$ cat src/rtl/oyun_kontrol.sv
// Pacman game sequencer: round/life/level FSM, movement gating, board and sprite
// reset pulses, dot countdown with level-clear detection and life accounting.
module oyun_kontrol #(
    parameter int DOT_COUNT   = 100,
    parameter int LIVES       = 3,
    parameter int READY_TICKS = 120,
    parameter int DEATH_TICKS = 90,
    parameter int CLEAR_TICKS = 120,
    parameter int MAX_LEVEL   = 15
) (
    input  logic       clk_i,
    input  logic       reset,
    input  logic       start_btn_i,
    input  logic       tick_i,
    input  logic       dot_eaten_i,
    input  logic       ghost_hit_i,
    output logic [2:0] state_o,
    output logic       move_en_o,
    output logic       board_reset_o,
    output logic       pos_reset_o,
    output logic [1:0] lives_o,
    output logic [3:0] level_o,
    output logic [6:0] dots_left_o,
    output logic [7:0] countdown_o
);

    typedef enum logic [2:0] {
        IDLE  = 3'd0,
        READY = 3'd1,
        PLAY  = 3'd2,
        DEATH = 3'd3,
        CLEAR = 3'd4,
        OVER  = 3'd5
    } state_t;

    localparam logic [6:0] DOTS_INIT  = 7'(DOT_COUNT);
    localparam logic [1:0] LIVES_INIT = 2'(LIVES);
    localparam logic [3:0] LEVEL_MAX  = 4'(MAX_LEVEL);
    localparam logic [7:0] T_READY    = 8'(READY_TICKS);
    localparam logic [7:0] T_DEATH    = 8'(DEATH_TICKS);
    localparam logic [7:0] T_CLEAR    = 8'(CLEAR_TICKS);

    state_t     state_q, state_d;
    logic [7:0] timer_q, timer_d;
    logic [1:0] lives_q, lives_d;
    logic [3:0] level_q, level_d;
    logic [6:0] dots_q, dots_d;
    logic       move_q, move_d;
    logic       board_q, board_d;
    logic       pos_q, pos_d;
    logic       start_prev_q;
    logic       start_edge;
    logic       expire;

    assign start_edge = start_btn_i && !start_prev_q;
    // Treat a zero timer as expired too so a timed state can never stall.
    assign expire     = tick_i && (timer_q <= 8'd1);

    always_comb begin
        state_d = state_q;
        timer_d = timer_q;
        lives_d = lives_q;
        level_d = level_q;
        dots_d  = dots_q;
        board_d = 1'b0;
        pos_d   = 1'b0;
        case (state_q)
            IDLE, OVER: begin
                if (start_edge) begin
                    state_d = READY;
                    timer_d = T_READY;
                    lives_d = LIVES_INIT;
                    level_d = 4'd1;
                    dots_d  = DOTS_INIT;
                    board_d = 1'b1;
                    pos_d   = 1'b1;
                end
            end
            READY: begin
                if (expire) begin
                    state_d = PLAY;
                    timer_d = 8'd0;
                end else if (tick_i) begin
                    timer_d = timer_q - 8'd1;
                end
            end
            PLAY: begin
                if (dot_eaten_i && dots_q != 7'd0)
                    dots_d = dots_q - 7'd1;
                // Eating the last dot wins over a simultaneous ghost hit.
                if (dot_eaten_i && dots_q == 7'd1) begin
                    state_d = CLEAR;
                    timer_d = T_CLEAR;
                end else if (ghost_hit_i) begin
                    state_d = DEATH;
                    timer_d = T_DEATH;
                    lives_d = (lives_q == 2'd0) ? 2'd0 : lives_q - 2'd1;
                end
            end
            DEATH: begin
                if (expire) begin
                    if (lives_q == 2'd0) begin
                        state_d = OVER;
                        timer_d = 8'd0;
                    end else begin
                        state_d = READY;
                        timer_d = T_READY;
                        pos_d   = 1'b1;
                    end
                end else if (tick_i) begin
                    timer_d = timer_q - 8'd1;
                end
            end
            CLEAR: begin
                if (expire) begin
                    state_d = READY;
                    timer_d = T_READY;
                    level_d = (level_q >= LEVEL_MAX) ? LEVEL_MAX : level_q + 4'd1;
                    dots_d  = DOTS_INIT;
                    board_d = 1'b1;
                    pos_d   = 1'b1;
                end else if (tick_i) begin
                    timer_d = timer_q - 8'd1;
                end
            end
            default: begin
                state_d = IDLE;
                timer_d = 8'd0;
            end
        endcase
        move_d = (state_d == PLAY);
    end

    always_ff @(posedge clk_i) begin
        if (reset) begin
            state_q      <= IDLE;
            timer_q      <= 8'd0;
            lives_q      <= LIVES_INIT;
            level_q      <= 4'd1;
            dots_q       <= DOTS_INIT;
            move_q       <= 1'b0;
            board_q      <= 1'b0;
            pos_q        <= 1'b0;
            start_prev_q <= 1'b0;
        end else begin
            state_q      <= state_d;
            timer_q      <= timer_d;
            lives_q      <= lives_d;
            level_q      <= level_d;
            dots_q       <= dots_d;
            move_q       <= move_d;
            board_q      <= board_d;
            pos_q        <= pos_d;
            start_prev_q <= start_btn_i;
        end
    end

    assign state_o       = state_q;
    assign move_en_o     = move_q;
    assign board_reset_o = board_q;
    assign pos_reset_o   = pos_q;
    assign lives_o       = lives_q;
    assign level_o       = level_q;
    assign dots_left_o   = dots_q;
    assign countdown_o   = timer_q;

endmodule

$ cat config.mk
export PLATFORM = sky130hd
export DESIGN_NAME = oyun_kontrol
export DESIGN_NICKNAME = d
export VERILOG_FILES = /design/src/rtl/oyun_kontrol.sv
export SDC_FILE = /design/constraint.sdc
export NUM_CORES = 1
export LEC_CHECK = 0
export CORE_ASPECT_RATIO = 0.6
export CORE_MARGIN = 1
export CORE_UTILIZATION = 51
export CTS_CLUSTER_DIAMETER = 200
export DETAILED_ROUTE_END_ITERATION = 12
export PLACE_DENSITY = 0.76
export REMOVE_ABC_BUFFERS = 1
export SETUP_SLACK_MARGIN = 0.15
export SKIP_LAST_GASP = 1
export SYNTH_ARGS = -nofsm -noshare
export SYNTH_HDL_FRONTEND = slang
export SYNTH_SLANG_ARGS = --single-unit
$ cat constraint.sdc
create_clock -name clk_i -period 2.9 [get_ports clk_i]
set_clock_uncertainty 0.1 [all_clocks]
set_input_delay 0.435 -clock clk_i [delete_from_list [all_inputs] [get_ports clk_i]]
set_output_delay 0.435 -clock clk_i [all_outputs]
set_load 0.05 [all_outputs]
; ---- Word level (Yosys, flattened, before mapping)
; Index checks and enable logic that the tools add are counted.
[op_classes]
bitwise_logic = 0
shifts = 0
reduce_logical = 16
mul = 0
add_sub_neg = 4
eq_ne = 13
n_div = 0
n_mux = 36
order_cmp = 2
[ops]
columns = op, n
row1 = $mux 8, 7
row2 = $pmux 8 s5, 1
row3 = $mux 7, 4
row4 = $mux 3, 7
row5 = $pmux 7 s3, 1
row6 = $pmux 3 s5, 1
row7 = $mux 4, 3
row8 = $ne 2x2->1 const B, 5
row9 = $eq 3x2->1 const B, 3
row10 = $le 8x1->1 const B, 1
row11 = $mux 2, 4
row12 = $pmux 4 s2, 1
row13 = $reduce_and 4->1, 2
row14 = $sub 8x1->8 const B, 1
row15 = $eq 7x1->1 const B, 1
row16 = $reduce_bool 7->1, 1
row17 = $sub 7x1->7 const B, 1
row18 = $eq 3x3->1 const B, 2
row19 = $add 4x1->4 const B, 1
row20 = $ge 4x4->1 const B, 1
row21 = $logic_and 1x1->1, 4
row22 = $mux 1, 4
row23 = $pmux 2 s2, 1
row24 = $reduce_bool 2->1, 2
row25 = other kinds (12), 12
[word_totals]
mem_count = 0
romBits = 0
ram_bits = 0
wordCells = 80
input_bits = 6
latchBits = 0
regBits = 28

; ---- Longest topological paths before layout
[logic_depth]
word_depth = 5
mapped_depth = 8
mapped_depth_nobuf = 7

; ---- Worst setup path before layout
; OpenSTA, ideal clock, no wires.
[synth_timing]
path_type = reg2reg
startpoint = register timer_q[3], in the netlist countdown_o[3]
endpoint = register dots_q[6], in the netlist dots_left_o[6]
t_arrival_ps = 2357
period_less_slack_ps = 2586
setup_ps = 129
slack_ps = 314
path_stages_with_launch = 8
n_path_buf = 2
path_cell_list = dfxtp_1 or4_1 buf_2 or4_1 buf_4 a311oi_2 xnor2_1 nand2_1
[synth_between]
elab_chain_cells = 4
[synth_rtl]
columns = element, line_no
row1 = start: declaration, 44  ; logic [7:0] timer_q, timer_d;
row2 = start signal: assignment, 147  ; timer_q <= timer_d;
row3 = $le 8x1->1, 57  ; assign expire = tick_i && (timer_q <= 8'd1);
row4 = $logic_and 1x1->1, 57
row5 = $ne 2x2->1 (no line), --
row6 = $reduce_and 4->1 (no line), --
row7 = end signal: assignment, 150  ; dots_q <= dots_d;
row8 = end: declaration, 47  ; logic [6:0] dots_q, dots_d;
; No other way between the ends.
; A chain may end at the register's enable or synchronous reset.

; ---- Worst setup path in the final report
; Ends and elaborated chain as after synthesis.

==> flow_summary.json <==
{
  "die_y_um": 46.2,
  "seq_area_frac_synth_pct": 33.7,
  "ys_ff_latch": 28,
  "crit_required_ns": 2.96,
  "rsz0062_at_grt": "no",
  "critPathLaunch": "countdown_o[3]$_SDFFE_PP0P_",
  "post-route-min-period_ns": 2.49,
  "layout_common_cells": "clkdlybuf4s50_1 (32), dfxtp_1 (28), nor2_1 (20)",
  "vias": 1701,
  "finalHoldViolCount": 0,
  "slew_violations": 0,
  "wl_per_cell_um": 16.1,
  "wl_mm": 4.45,
  "io_pins": 33,
  "io_buffers": 32,
  "viasPerCell": 6.14,
  "worst_hold_slack_ns": 0.430,
  "drc_errors": 0,
  "die_area_um2": 3500,
  "overflow": 0,
  "leakagePower_nw": 0.763,
  "synthArstFlopShare_pct": 0,
  "grt_pass1_wl_mm": 6.88,
  "cts_sinks": 28,
  "ctsHtreeMaxLevel": 1,
  "area_growth_pct": 26.6,
  "path_class": "reg2reg",
  "final_common_cell": "clkdlybuf4s50_1",
  "slowest_delay_ns": 0.69,
  "postRouteAntennaNets": 0,
  "numCtsBuffers": 3,
  "clock_latency_ns": 0.28,
  "vdd_drop_max_uv": 349,
  "max_freq_mhz": 401,
  "diodes": 0,
  "synth_warnings": 0,
  "cp.arrival_ns": 2.55,
  "r2r_start": "countdown_o[3]$_SDFFE_PP0P_",
  "holdBufCountCts": 0,
  "syn_avg_cell_area_um2": 8.23,
  "worstPathCellList": "or4_1 > or4_4 > a311oi_2 > xnor2_1 > nand2_1",
  "setup_violations": 0,
  "worst-path-max-fanout": 10,
  "synth_ff_type": "dfxtp_1",
  "drive_gt1_share_pct": 6.81,
  "postSynthCellCount": 202,
  "start_util_pct": 55.7,
  "syn_area_um2": 1660,
  "clk_pin_slew_ns": 0.10,
  "antenna_found_initial": 0,
  "cts_tree": "built",
  "clockBufferDepth": 2,
  "rows": 15,
  "slowest_stage": "or4_1",
  "status": "finished, final reports clean",
  "grt_start_max_net_pins": 18,
  "drv_cap": 0,
  "post-dp-hpwl_mm": 3.37,
  "powerDensity_nw_per_um2": 535,
  "worst_setup_path_end_kind": "flip-flop",
  "slew_headroom_pct": 48.4,
  "min-delay-start": "countdown_o[7]$_SDFFE_PP0P_",
  "globalplace.congestion": 0.934,
  "hold_path_class": "reg2reg",
  "track_usage_pct": 27.4,
  "drt_iter0_markers": 187,
  "die_w_um": 75.7,
  "tightest_slew_ns": 0.772,
  "cp-start-kind": "flip-flop",
  "synth_cell_types": 49,
  "cts_root_buf": "clkbuf_8",
  "synth-edff-count": 0,
  "fin_tns_setup_ns": 0,
  "drtPass1Iterations": 4,
  "grt_pass1_vias": 1377,
  "nets": 248,
  "core_um2": 2980,
  "min_period_over_period_pct": 85.9
}
[repair_timing]
action / in CTS / in global routing
resized for setup: 0 / 1
endpoints found under the hold margin: 0 / 0
endpoints found under the setup margin: 0 / 1
buffers inserted: 0 / 0
[kinds of logic after synthesis]
group,after synthesis,synth area share [%]
simple gates,80,26.0
compound gates,55,23.6
flops,28,33.7
buf+inv,19,4.59
xor+xnor,12,6.32
fa+ha+maj,6,4.51
mux,2,1.20
[cell usage after synthesis (6+ instances only)]
| cell | instances | area [um2] |
|---|---|---|
| dfxtp_1 | 28 | 561 |
| ha_1 | 6 | 75.1 |
| nand2_1 | 12 | 45.0 |
| xnor2_1 | 9 | 78.8 |
| clkbuf_1 | 8 | 30.0 |
| nand3_1 | 8 | 40.0 |
| nor2_1 | 20 | 75.1 |
| nor3_1 | 6 | 30.0 |
| a21oi_1 | 12 | 60.1 |
| inv_1 | 9 | 33.8 |
| or3_1 | 6 | 37.5 |
| a31oi_1 | 6 | 37.5 |
[sequential cells by signal, summed over array words and instances, names as in the netlist]
| signal | cells |
|---|---|
| move_en_o | 1 |
| pos_reset_o | 1 |
| dots_left_o | 7 |
| board_reset_o | 1 |
| lives_o | 2 |
| start_prev_q | 1 |
| level_o | 4 |
| countdown_o | 8 |
| state_o | 3 |
[final timing paths]
check | slack, ns | depth (start not counted) | end
hold reg to reg | 0.43 | 2 | countdown_o[7]$_SDFFE_PP0P_
setup reg to reg | 0.41 | 5 | dots_left_o[6]$_SDFFE_PP1P_
setup / recovery | 0.41 | 5 | dots_left_o[6]$_SDFFE_PP1P_
hold / removal | 0.43 | 2 | countdown_o[7]$_SDFFE_PP0P_
[through the flow]
step | cells | cell area, um2 | setup WS, ns | power [mW] | util [%]
floorplan | 192 | 1620 | 0.245 | 0.738 | -
global placement | 273 | 2050 | 0.277 | 0.866 | 68.6
detailed placement | 273 | 2050 | 0.194 | 0.878 | 68.6
CTS | 277 | 2100 | 0.277 | 1.13 | 70.4
global route | 277 | 2100 | 0.297 | 1.18 | 70.5
finish | 277 | 2100 | 0.409 | 1.13 | 70.5
[power breakdown]
part,switching (mW),internal [mW]
clock network,0.126,0.122
logic,0.268,0.155
registers,0.0414,0.414
total,0.436,0.691
[layout make-up]
type	count	area (um2)
Sequential cell	28	561
Tap cell	42	52.6
Timing Repair Buffer	39	373
Inverter	9	33.8
Clock buffer	4	55.1
Fill cell	233	880
Multi-Input combinational cell	155	1030
[per-layer routing]
| metal | part of all wire (%) | global-route usage [%] | vias to the layer above |
|---|---|---|---|
| li1 | - | - | 807 |
| met1 | 46 | 38.6 | 812 |
| met2 | 43 | 40.2 | 80 |
| met3 | 11 | 9.85 | 2 |
| met4 | 0.31 | 5.93 | 0 |
| met5 | 0 | 0 | - |
[critical path: cells and delay by family, from the launching register on]
family           cells  cell delay (ns)
AND/OR/NAND/NOR      3             1.43
AO/OA/AOI/OAI        1             0.30
flip-flops           1             0.39
XOR/XNOR             1             0.15
(Power assumes the default switching activity.)
==> edit (same settings) <==
Make the reset (`reset`) asynchronous in one clocked block.
--- a/src/rtl/oyun_kontrol.sv
+++ b/src/rtl/oyun_kontrol.sv
@@ -133,3 +133,3 @@
 
-    always_ff @(posedge clk_i) begin
+    always_ff @(posedge clk_i or posedge reset) begin
         if (reset) begin
Behaviour: differs if reset is asserted again (counterexample within 4 cycles, from zero or initial values and one cycle with reset high); with reset held inactive, the same outputs for 10 cycles.
==> edit against the original RTL <==
Routed wire length fell by 4.0%; final area increased by 5.2%; count of clock-buffer cells in the layout stayed put; sequential cell count is the same; worst hold slack got worse by 0.014 ns; worst setup slack better by 0.017 ns; synthesized area is 9.3% higher.
Power is not compared: it rests on default switching activity, and its combinational part moved more than twofold at a synthesized area within 25%.
==> edit: results (changes against the original RTL) <==
met3 usage 6.916% (-2.9 points); dpl cell area 2158 sq um (+5.5%); largest net degree at the start of global routing 29 (+11); gpl congestion 0.8867 (-5.1%); mux cell area share after synthesis 1.171% (-0.033 points); first-pass GRT wire length 6548 um (-4.8%); WL met1 1959 um (-3.9%); dpl hpwl 3281 um (-2.5%); met3 WL 386 um (-21%); Unique masters post-synth 56 (+14%); Final Net Count 239 (-3.6%); Reg-to-Reg Start state_o[0]; vias in the first global route 1384 (+0.51%); largest cells by area after synthesis dfrtp_1, dfstp_2, o21ai_0, ha_1, a21oi_1; Critical Path Max Stage Delay 0.92 ns (+0.23 ns); post-place setup slack 0.2668 ns (+0.07258 ns); Post-Synth XOR/XNOR Area 1.446% (-4.9 points); vias per cell 6.100 (-0.67%); fin cells 271 (-2.2%); DRT iter0 DRCs 139 (-26%); Synth Area in Adders 4.132% (-0.38 points); average cell area after synthesis 9.365 sq um (+14%); top cell family by delay on the critical path buffers and inverters; actual slew at the worst max-slew pin 0.6143 ns (-0.1576 ns); Worst setup startpoint state_o[0]; layout cell share with drive strength beyond 1 12.83% (+6.0 points); Num CTS Buffers 3 (unchanged); sequential share of the synthesized area 38.98% (+5.3 points); Async SR Flop Fraction 100.0% (+100 points); drt wl/cell 15.77 um (-1.9%); synth cell count leaders dfrtp_1, o21ai_0, nor2_1; worst-path maximum fanout 20 (+10); met2 usage 35.52% (-4.7 points); post-synthesis compound-gate area fraction 22.04% (-1.6 points); gr usage total 22.82% (-4.6 points); Worst-Skew Late Latency 0.27 ns; Met2 Routed Length 1905 um (about the same); status complete, no violations; Crit path arrival time 1.94 ns (-0.61 ns); worst hold path class primary input to async pin
==> edit: path summary, 6_finish.rpt <==
| path | endpoint | slack (ns) | cells past startpoint |
|---|---|---|---|
| max in group asynchronous | lives_o[1] | 1.97 | 3 |
| hold / removal | board_reset_o | 0.42 | 3 |
| setup reg to reg | countdown_o[6] | 0.61 | 5 |
| hold reg to reg | lives_o[0] | 0.43 | 2 |
| min in group clk_i | lives_o[0] | 0.43 | 2 |
| setup / recovery | state_o[0] | 0.43 | 1 |
==> edit: cell type report <==
class / instances / share of cell area (%)
Clock buffer: 4 / 2.487
Inverter: 12 / 2.035
Multi-Input combinational cell: 148 / 45.79
Sequential cell: 28 / 32.00
Tap cell: 45 / 2.544
Timing Repair Buffer: 34 / 15.15
==> edit: power by group <==
part	internal (mW)	total, mW	switching, mW
sequential	0.492	0.668	0.176
clock	0.121	0.236	0.115
combinational	0.418	1.17	0.754
total	1.03	2.08	1.05
